$ cat src/rtl/types_pkg.sv
// Shared triangle types and wire-format constants for the triangle link
// (transmitter, receiver and benches all import this package).
package types_pkg;

  typedef logic signed [31:0] fixed;

  localparam int FIXED_BITS        = $bits(fixed);
  localparam int COORDS_PER_VERTEX = 3;
  localparam int VERTS_PER_TRI     = 3;
  localparam int WIRE_COLOR_BYTES  = 2;
  localparam int WIRE_FLAG_BYTES   = 1;

  typedef struct packed {
    fixed x;
    fixed y;
    fixed z;
  } position_t;

  typedef struct packed {
    logic [3:0] red;
    logic [3:0] green;
    logic [3:0] blue;
  } color_t;

  typedef struct packed {
    position_t position;
    color_t    color;
  } vertex_t;

  typedef struct packed {
    vertex_t v0;
    vertex_t v1;
    vertex_t v2;
  } triangle_t;

  typedef struct packed {
    logic last;
  } triangle_metadata_t;

  // Bytes per triangle on the wire: three vertices of xyz + color, then a flag byte.
  function automatic int triangle_wire_bytes(input int fixed_bytes = FIXED_BITS / 8);
    return VERTS_PER_TRI * (COORDS_PER_VERTEX * fixed_bytes + WIRE_COLOR_BYTES)
           + WIRE_FLAG_BYTES;
  endfunction

endpackage

$ cat src/rtl/triangle_byte_receiver.sv
// Reassembles a byte-serial triangle stream into triangle_t + metadata, writing each
// byte straight into its field slot and double-buffering through one output register.
module triangle_byte_receiver
  import types_pkg::*;
#(
  parameter int FIXED_BYTES = $bits(fixed) / 8
) (
  input  logic               clk,
  input  logic               rstn,
  input  logic               flush,
  input  logic [7:0]         s_data,
  input  logic               s_valid,
  output logic               s_ready,
  output triangle_t          m_triangle,
  output triangle_metadata_t m_metadata,
  output logic               m_valid,
  input  logic               m_ready,
  output logic               busy
);

  if (((FIXED_BITS % 8) != 0) || (FIXED_BYTES * 8 > FIXED_BITS)) begin : g_fixed_width_check
    $error("fixed must be a whole number of bytes and hold FIXED_BYTES bytes");
  end

  localparam int BIDX_W = (FIXED_BYTES > 2) ? $clog2(FIXED_BYTES) : 1;
  localparam logic [BIDX_W-1:0] COORD_LAST_BYTE = BIDX_W'(FIXED_BYTES - 1);

  typedef enum logic [1:0] {
    ST_COORD = 2'd0,
    ST_COLOR = 2'd1,
    ST_FLAG  = 2'd2
  } rx_state_e;

  rx_state_e          state_q, state_d;
  logic [BIDX_W-1:0]  byte_idx_q, byte_idx_d;
  logic [1:0]         coord_idx_q, coord_idx_d;
  logic [1:0]         vert_idx_q, vert_idx_d;
  vertex_t            asm_tri_q [VERTS_PER_TRI];
  vertex_t            asm_tri_d [VERTS_PER_TRI];
  triangle_t          m_tri_q, m_tri_d;
  triangle_metadata_t m_meta_q, m_meta_d;
  logic               m_valid_q, m_valid_d;
  logic               busy_q, busy_d;
  logic               accept;

  // Only the flag byte waits for room in the output register.
  always_comb begin
    s_ready = 1'b0;
    if (flush) begin
      s_ready = 1'b0;
    end else if (state_q == ST_FLAG) begin
      s_ready = !m_valid_q || m_ready;
    end else begin
      s_ready = 1'b1;
    end
  end

  assign accept = s_valid && s_ready;

  // Next-state, in-place field assembly and output register load.
  always_comb begin
    state_d     = state_q;
    byte_idx_d  = byte_idx_q;
    coord_idx_d = coord_idx_q;
    vert_idx_d  = vert_idx_q;
    asm_tri_d   = asm_tri_q;
    m_tri_d     = m_tri_q;
    m_meta_d    = m_meta_q;
    m_valid_d   = m_valid_q && !m_ready;

    if (flush) begin
      state_d     = ST_COORD;
      byte_idx_d  = '0;
      coord_idx_d = 2'd0;
      vert_idx_d  = 2'd0;
    end else if (accept) begin
      case (state_q)
        ST_COORD: begin
          case (coord_idx_q)
            2'd0:    asm_tri_d[vert_idx_q].position.x[{byte_idx_q, 3'b000} +: 8] = s_data;
            2'd1:    asm_tri_d[vert_idx_q].position.y[{byte_idx_q, 3'b000} +: 8] = s_data;
            2'd2:    asm_tri_d[vert_idx_q].position.z[{byte_idx_q, 3'b000} +: 8] = s_data;
            default: asm_tri_d[vert_idx_q] = asm_tri_q[vert_idx_q];
          endcase
          if (byte_idx_q == COORD_LAST_BYTE) begin
            byte_idx_d = '0;
            if (coord_idx_q == 2'd2) begin
              coord_idx_d = 2'd0;
              state_d     = ST_COLOR;
            end else begin
              coord_idx_d = coord_idx_q + 2'd1;
            end
          end else begin
            byte_idx_d = byte_idx_q + BIDX_W'(1);
          end
        end
        ST_COLOR: begin
          if (byte_idx_q == '0) begin
            asm_tri_d[vert_idx_q].color.green = s_data[7:4];
            asm_tri_d[vert_idx_q].color.blue  = s_data[3:0];
            byte_idx_d = BIDX_W'(1);
          end else begin
            // Upper nibble of the color word carries nothing.
            asm_tri_d[vert_idx_q].color.red = s_data[3:0];
            byte_idx_d = '0;
            if (vert_idx_q == 2'd2) begin
              state_d = ST_FLAG;
            end else begin
              vert_idx_d = vert_idx_q + 2'd1;
              state_d    = ST_COORD;
            end
          end
        end
        ST_FLAG: begin
          m_tri_d       = triangle_t'{v0: asm_tri_q[0], v1: asm_tri_q[1], v2: asm_tri_q[2]};
          m_meta_d.last = s_data[0];
          m_valid_d     = 1'b1;
          state_d       = ST_COORD;
          byte_idx_d    = '0;
          coord_idx_d   = 2'd0;
          vert_idx_d    = 2'd0;
        end
        default: begin
          state_d     = ST_COORD;
          byte_idx_d  = '0;
          coord_idx_d = 2'd0;
          vert_idx_d  = 2'd0;
        end
      endcase
    end else begin
      state_d = state_q;
    end

    busy_d = (state_d != ST_COORD) || (byte_idx_d != '0) ||
             (coord_idx_d != 2'd0) || (vert_idx_d != 2'd0);
  end

  // State, assembly and output registers.
  always_ff @(posedge clk or negedge rstn) begin
    if (!rstn) begin
      state_q     <= ST_COORD;
      byte_idx_q  <= '0;
      coord_idx_q <= 2'd0;
      vert_idx_q  <= 2'd0;
      for (int i = 0; i < VERTS_PER_TRI; i++) begin
        asm_tri_q[i] <= '0;
      end
      m_tri_q     <= '0;
      m_meta_q    <= '0;
      m_valid_q   <= 1'b0;
      busy_q      <= 1'b0;
    end else begin
      state_q     <= state_d;
      byte_idx_q  <= byte_idx_d;
      coord_idx_q <= coord_idx_d;
      vert_idx_q  <= vert_idx_d;
      asm_tri_q   <= asm_tri_d;
      m_tri_q     <= m_tri_d;
      m_meta_q    <= m_meta_d;
      m_valid_q   <= m_valid_d;
      busy_q      <= busy_d;
    end
  end

  assign m_triangle = m_tri_q;
  assign m_metadata = m_meta_q;
  assign m_valid    = m_valid_q;
  assign busy       = busy_q;

endmodule

$ cat config.mk
export PLATFORM = sky130hd
export DESIGN_NAME = triangle_byte_receiver
export DESIGN_NICKNAME = d
export VERILOG_FILES = /design/src/rtl/types_pkg.sv /design/src/rtl/triangle_byte_receiver.sv
export SDC_FILE = /design/constraint.sdc
export NUM_CORES = 1
export LEC_CHECK = 0
export ABC_AREA = 1
export CORE_ASPECT_RATIO = 0.6
export CORE_UTILIZATION = 35
export DETAILED_ROUTE_END_ITERATION = 8
export GPL_TIMING_DRIVEN = 0
export SYNTH_ARGS = -nofsm -noshare
export SYNTH_HDL_FRONTEND = slang
export SYNTH_SLANG_ARGS = --single-unit
$ cat constraint.sdc
create_clock -name clk -period 6.8 [get_ports clk]
set_input_delay 1.7 -clock clk [delete_from_list [all_inputs] [get_ports clk]]
set_output_delay 1.7 -clock clk [all_outputs]
set_load 0.005 [all_outputs]
==> results of run 1 <==
[critical path: stages]
cell and delay, ps:
clkdlybuf4s50_1 470, inv_1 40, nand2_1 100, nor2_1 60
nor2_1 320, clkdlybuf4s50_1 580
[metal layers]
layer | GRT usage | share of wire | up-vias
met4 | 0.106 | 0.032 | 6
met1 | 0.519 | 0.45 | 15600
met2 | 0.454 | 0.39 | 2016
met3 | 0.110 | 0.13 | 310
li1 | - | - | 13700
met5 | 0 | 0.00025 | -
[metrics by stage]
stage	util	setup WS (ps)	hold slack, ps	std cells	instance area [um^2]
global placement	0.411	-27030	468	5578	37100
global route	0.440	1820	500	5710	39800
finish	0.440	1820	483	5714	39800
floorplan	-	3130	453	4020	32200
CTS	0.440	1860	489	5710	39800
detailed placement	0.412	1870	470	5583	37300
[cell type report]
cell class | instances | area [um^2] | area share
antenna | 4 | 10.0 | 0.000251
buffer | 217 | 1280 | 0.0323
clock buffer | 97 | 2070 | 0.0519
clock inverter | 30 | 453 | 0.0114
inverter | 580 | 2180 | 0.0547
multi-input combinational | 2564 | 12200 | 0.308
sequential | 659 | 16500 | 0.414
tap | 1218 | 1520 | 0.0383
timing repair buffer | 345 | 3550 | 0.0891
[worst paths after layout]
| kind | from | to | slack, ps |
|---|---|---|---|
| max | m_ready | s_ready | 1820 |
| max reg2reg | vert_idx_q[1]$_DFF_PN0_ | asm_tri_q[174]$_DFFE_PN0P_ | 2200 |
| min in group asynchronous | rstn | m_triangle[291]$_DFFE_PN0P_ | 1050 |
| min | m_triangle[282]$_DFFE_PN0P_ | m_triangle[282]$_DFFE_PN0P_ | 480 |
| max in group asynchronous | rstn | asm_tri_q[281]$_DFFE_PN0P_ | 3530 |
| min reg2reg | m_triangle[282]$_DFFE_PN0P_ | m_triangle[282]$_DFFE_PN0P_ | 480 |
[sequential cells by signal (all words and copies together) (netlist names)]
name         count
m_metadata       1
m_valid          1
state_q          2
coord_idx_q      2
asm_tri_q      324
m_triangle     324
busy             1
vert_idx_q       2
byte_idx_q       2
[cells in the final DEF (no fill, tap or decap), types with 4 or more instances in the layout]
| cell | Yosys | layout |
|---|---|---|
| a211oi_1 | 17 | 17 |
| a21oi_1 | 131 | 131 |
| a21oi_2 | 8 | 8 |
| a21oi_4 | 5 | 5 |
| buf_16 | 0 | 5 |
| buf_2 | 82 | 82 |
| buf_4 | 21 | 21 |
| buf_6 | 38 | 38 |
| bufinv_16 | 0 | 10 |
| clkbuf_1 | 73 | 82 |
| clkbuf_16 | 0 | 73 |
| clkbuf_8 | 0 | 15 |
| clkdlybuf4s50_1 | 0 | 339 |
| clkinv_1 | 9 | 9 |
| clkinv_2 | 0 | 9 |
| clkinv_4 | 0 | 4 |
| dfrtp_1 | 659 | 659 |
| diode_2 | 0 | 4 |
| ha_1 | 8 | 8 |
| inv_1 | 558 | 558 |
| inv_2 | 13 | 13 |
| mux2_2 | 63 | 63 |
| nand2_1 | 995 | 995 |
| nand2_2 | 8 | 8 |
| nand3_1 | 80 | 80 |
| nor2_1 | 306 | 306 |
| nor2_2 | 7 | 7 |
| nor2_4 | 6 | 6 |
| nor3_1 | 14 | 14 |
| nor4_1 | 9 | 9 |
| o211ai_1 | 56 | 56 |
| o211ai_2 | 5 | 5 |
| o211ai_4 | 6 | 6 |
| o21ai_0 | 671 | 671 |
| o21ai_1 | 129 | 129 |
| o221ai_1 | 4 | 4 |
| o22ai_1 | 22 | 22 |
[power by group through the flow]
stage / combinational [mW] / clock [mW] / sequential [mW]
final: 2.42 / 4.31 / 5.00
after floorplan: 0.913 / 0 / 4.94
after global routing: 2.61 / 4.48 / 5.05
after detailed placement: 2.39 / 0 / 5.05
after CTS: 2.40 / 4.34 / 4.99
after global placement: 2.36 / 0 / 5.08
[kinds of logic (layout without fill, tap and decap cells)]
family                     count (synthesis)  in the layout  share of synthesized area
buffers and inverters                    797           1269                      0.107
muxes                                     63             63                     0.0220
AOI/OAI and AO/OA                       1057           1057                      0.178
and+or+nand+nor                         1436           1436                      0.177
DFF                                      659            659                      0.512
other                                      0              4                          0
adders and majority gates                  8              8                    0.00311
==> flow_metrics.py, run 1 <==
metrics = {
    "setup_path": {
        "crit_type": "in2out",
        "rr_worst_depth": 11,
        "worstPathRequired_ps": 5100,
        "cp-start-kind": "input pin",
        "crit_arrival_ps": 3280,
        "worstPathMaxFanout": 3,
        "cp-end-kind": "output pin",
    },
    "status": {
        "status": "complete, but fails checks",
        "violations": "max-capacitance violations, max-slew violations",
    },
    "yosys": {
        "avgSynthCellArea_um2": 8.01,
        "async_flop_share": 1.00,
        "synth_seq_area_share": 0.512,
        "syn-num-nets": 4041,
        "yosysMostFrequentCell": "nand2_1",
        "synth_top_flop_cell": "dfrtp_1",
        "yosys-top-cells-count": "nand2_1, o21ai_0, dfrtp_1, inv_1, nor2_1",
        "yosysWarnings": 0,
        "synth_area_leaders": "dfrtp_1, nand2_1, o21ai_0",
        "syn-cell-area_mm2": 0.0322,
        "ys_ff_latch": 659,
        "synth_area_leader_cell": "dfrtp_1",
        "synth_edf_count": 0,
        "syn_inst": 4020,
        "yosysTopAreaCellShare": 0.512,
        "synth.distinct_cells": 39,
    },
    "sta": {
        "final_max_slew_viol_count": 9,
        "max_slew.worst_pin.slew_ps": 1510,
        "setup_tns_ps": 0,
        "rsz0062_at_grt": "false",
        "finalHoldViolCount": 0,
        "period_minus_slack_ps": 4980,
        "timing.slew.headroom": -0.00900,
        "fin_skew_ps": 33.5,
        "fmax_ghz": 0.201,
        "timing.final.crit_share": 0.732,
        "setup_viol": 0,
    },
    "routing": {
        "first_pass_iters": 6,
        "antenna_left": 0,
        "post_drt_wl_per_cell_um": 28.4,
        "drtIter0Drc": 4634,
        "avgViaCountPerCell": 5.53,
        "drc_errors": 0,
        "routed_wl_um": 162000,
        "num_vias": 31600,
    },
    "clocking": {
        "cts_hold_buf": 0,
        "cts_max_path_buffers": 3,
        "clk_pin_slew_worst_paths_ps": 60,
        "cts_tree": "done",
        "htree_levels": 3,
        "insertion_delay_ps": 690,
        "post_cts_resized": 0,
        "cts-root-buf": "clkbuf_16",
        "cts_sinks": 659,
        "post_cts_buffers": 0,
        "cts_made_buffers": 69,
    },
    "cells_and_area": {
        "fin_nets": 4457,
        "synthToLayoutAreaGrowth_pct": 23.6,
        "drive_above_1_share": 0.0882,
        "num-fill-cells": 9198,
    },
    "power": {
        "clockPowerShare": 0.367,
        "leakagePower_nw": 19.0,
        "p_int_mw": 8.19,
        "powerDensity_mw_per_mm2": 295,
        "p_comb_frac": 0.207,
        "swShare": 0.301,
        "power_switching_mw": 3.54,
        "peakVddDrop_mv": 0.189,
        "totalPowerFinal_mw": 11.7,
        "power_frac_seq": 0.426,
    },
    "global_routing": {
        "grt.total_usage": 0.343,
        "grt_antenna_before_repair": 13,
        "grt_pass1_vias": 29200,
        "grt-ovfl-total": 0,
        "grt_pass1_wl_um": 225000,
        "grt_max_degree": 123,
    },
    "hold_path": {
        "worstHoldPathCells": 2,
        "min_path_type": "reg2reg",
    },
    "placement": {
        "hpwl_um": 123000,
        "place.gp.congestion": 1.04,
        "io_buffers": 340,
    },
    "floorplanning": {
        "die_area_mm2": 0.0933,
        "die_x_um": 394,
        "start_util": 0.356,
        "die_h_um": 237,
        "num_rows": 85,
        "ios": 341,
        "coreArea_mm2": 0.0904,
    },
    "run": {
        "drv_cap": 2,
    },
}
No activity file was read; power rests on OpenSTA's default activity.
==> run 2: changes to the inputs <==
==> constraint.sdc (replaced) <==
create_clock -name clk -period 4.72 [get_ports clk]
set_input_delay 1.18 -clock clk [delete_from_list [all_inputs] [get_ports clk]]
set_output_delay 1.18 -clock clk [all_outputs]
set_load 0.005 [all_outputs]
==> results of run 2 <==
The final DEF is identical to that of run 1. Status: complete, but fails checks: max-capacitance violations, max-slew violations.
Main changes from that run: setup slack after placement 1870 ps -> 419 ps; clock-pin slew on the worst setup and hold paths 60 ps -> 70 ps; setup slack after layout 1820 ps -> 118 ps; start point of the critical path m_ready -> vert_idx_q[1]$_DFF_PN0_; end point of the critical path s_ready -> asm_tri_q[174]$_DFFE_PN0P_; register-to-register setup slack 2200 ps -> 120 ps; total power 11.7 mW -> 16.9 mW; worst IR drop on VDD 0.189 mV -> 0.273 mV
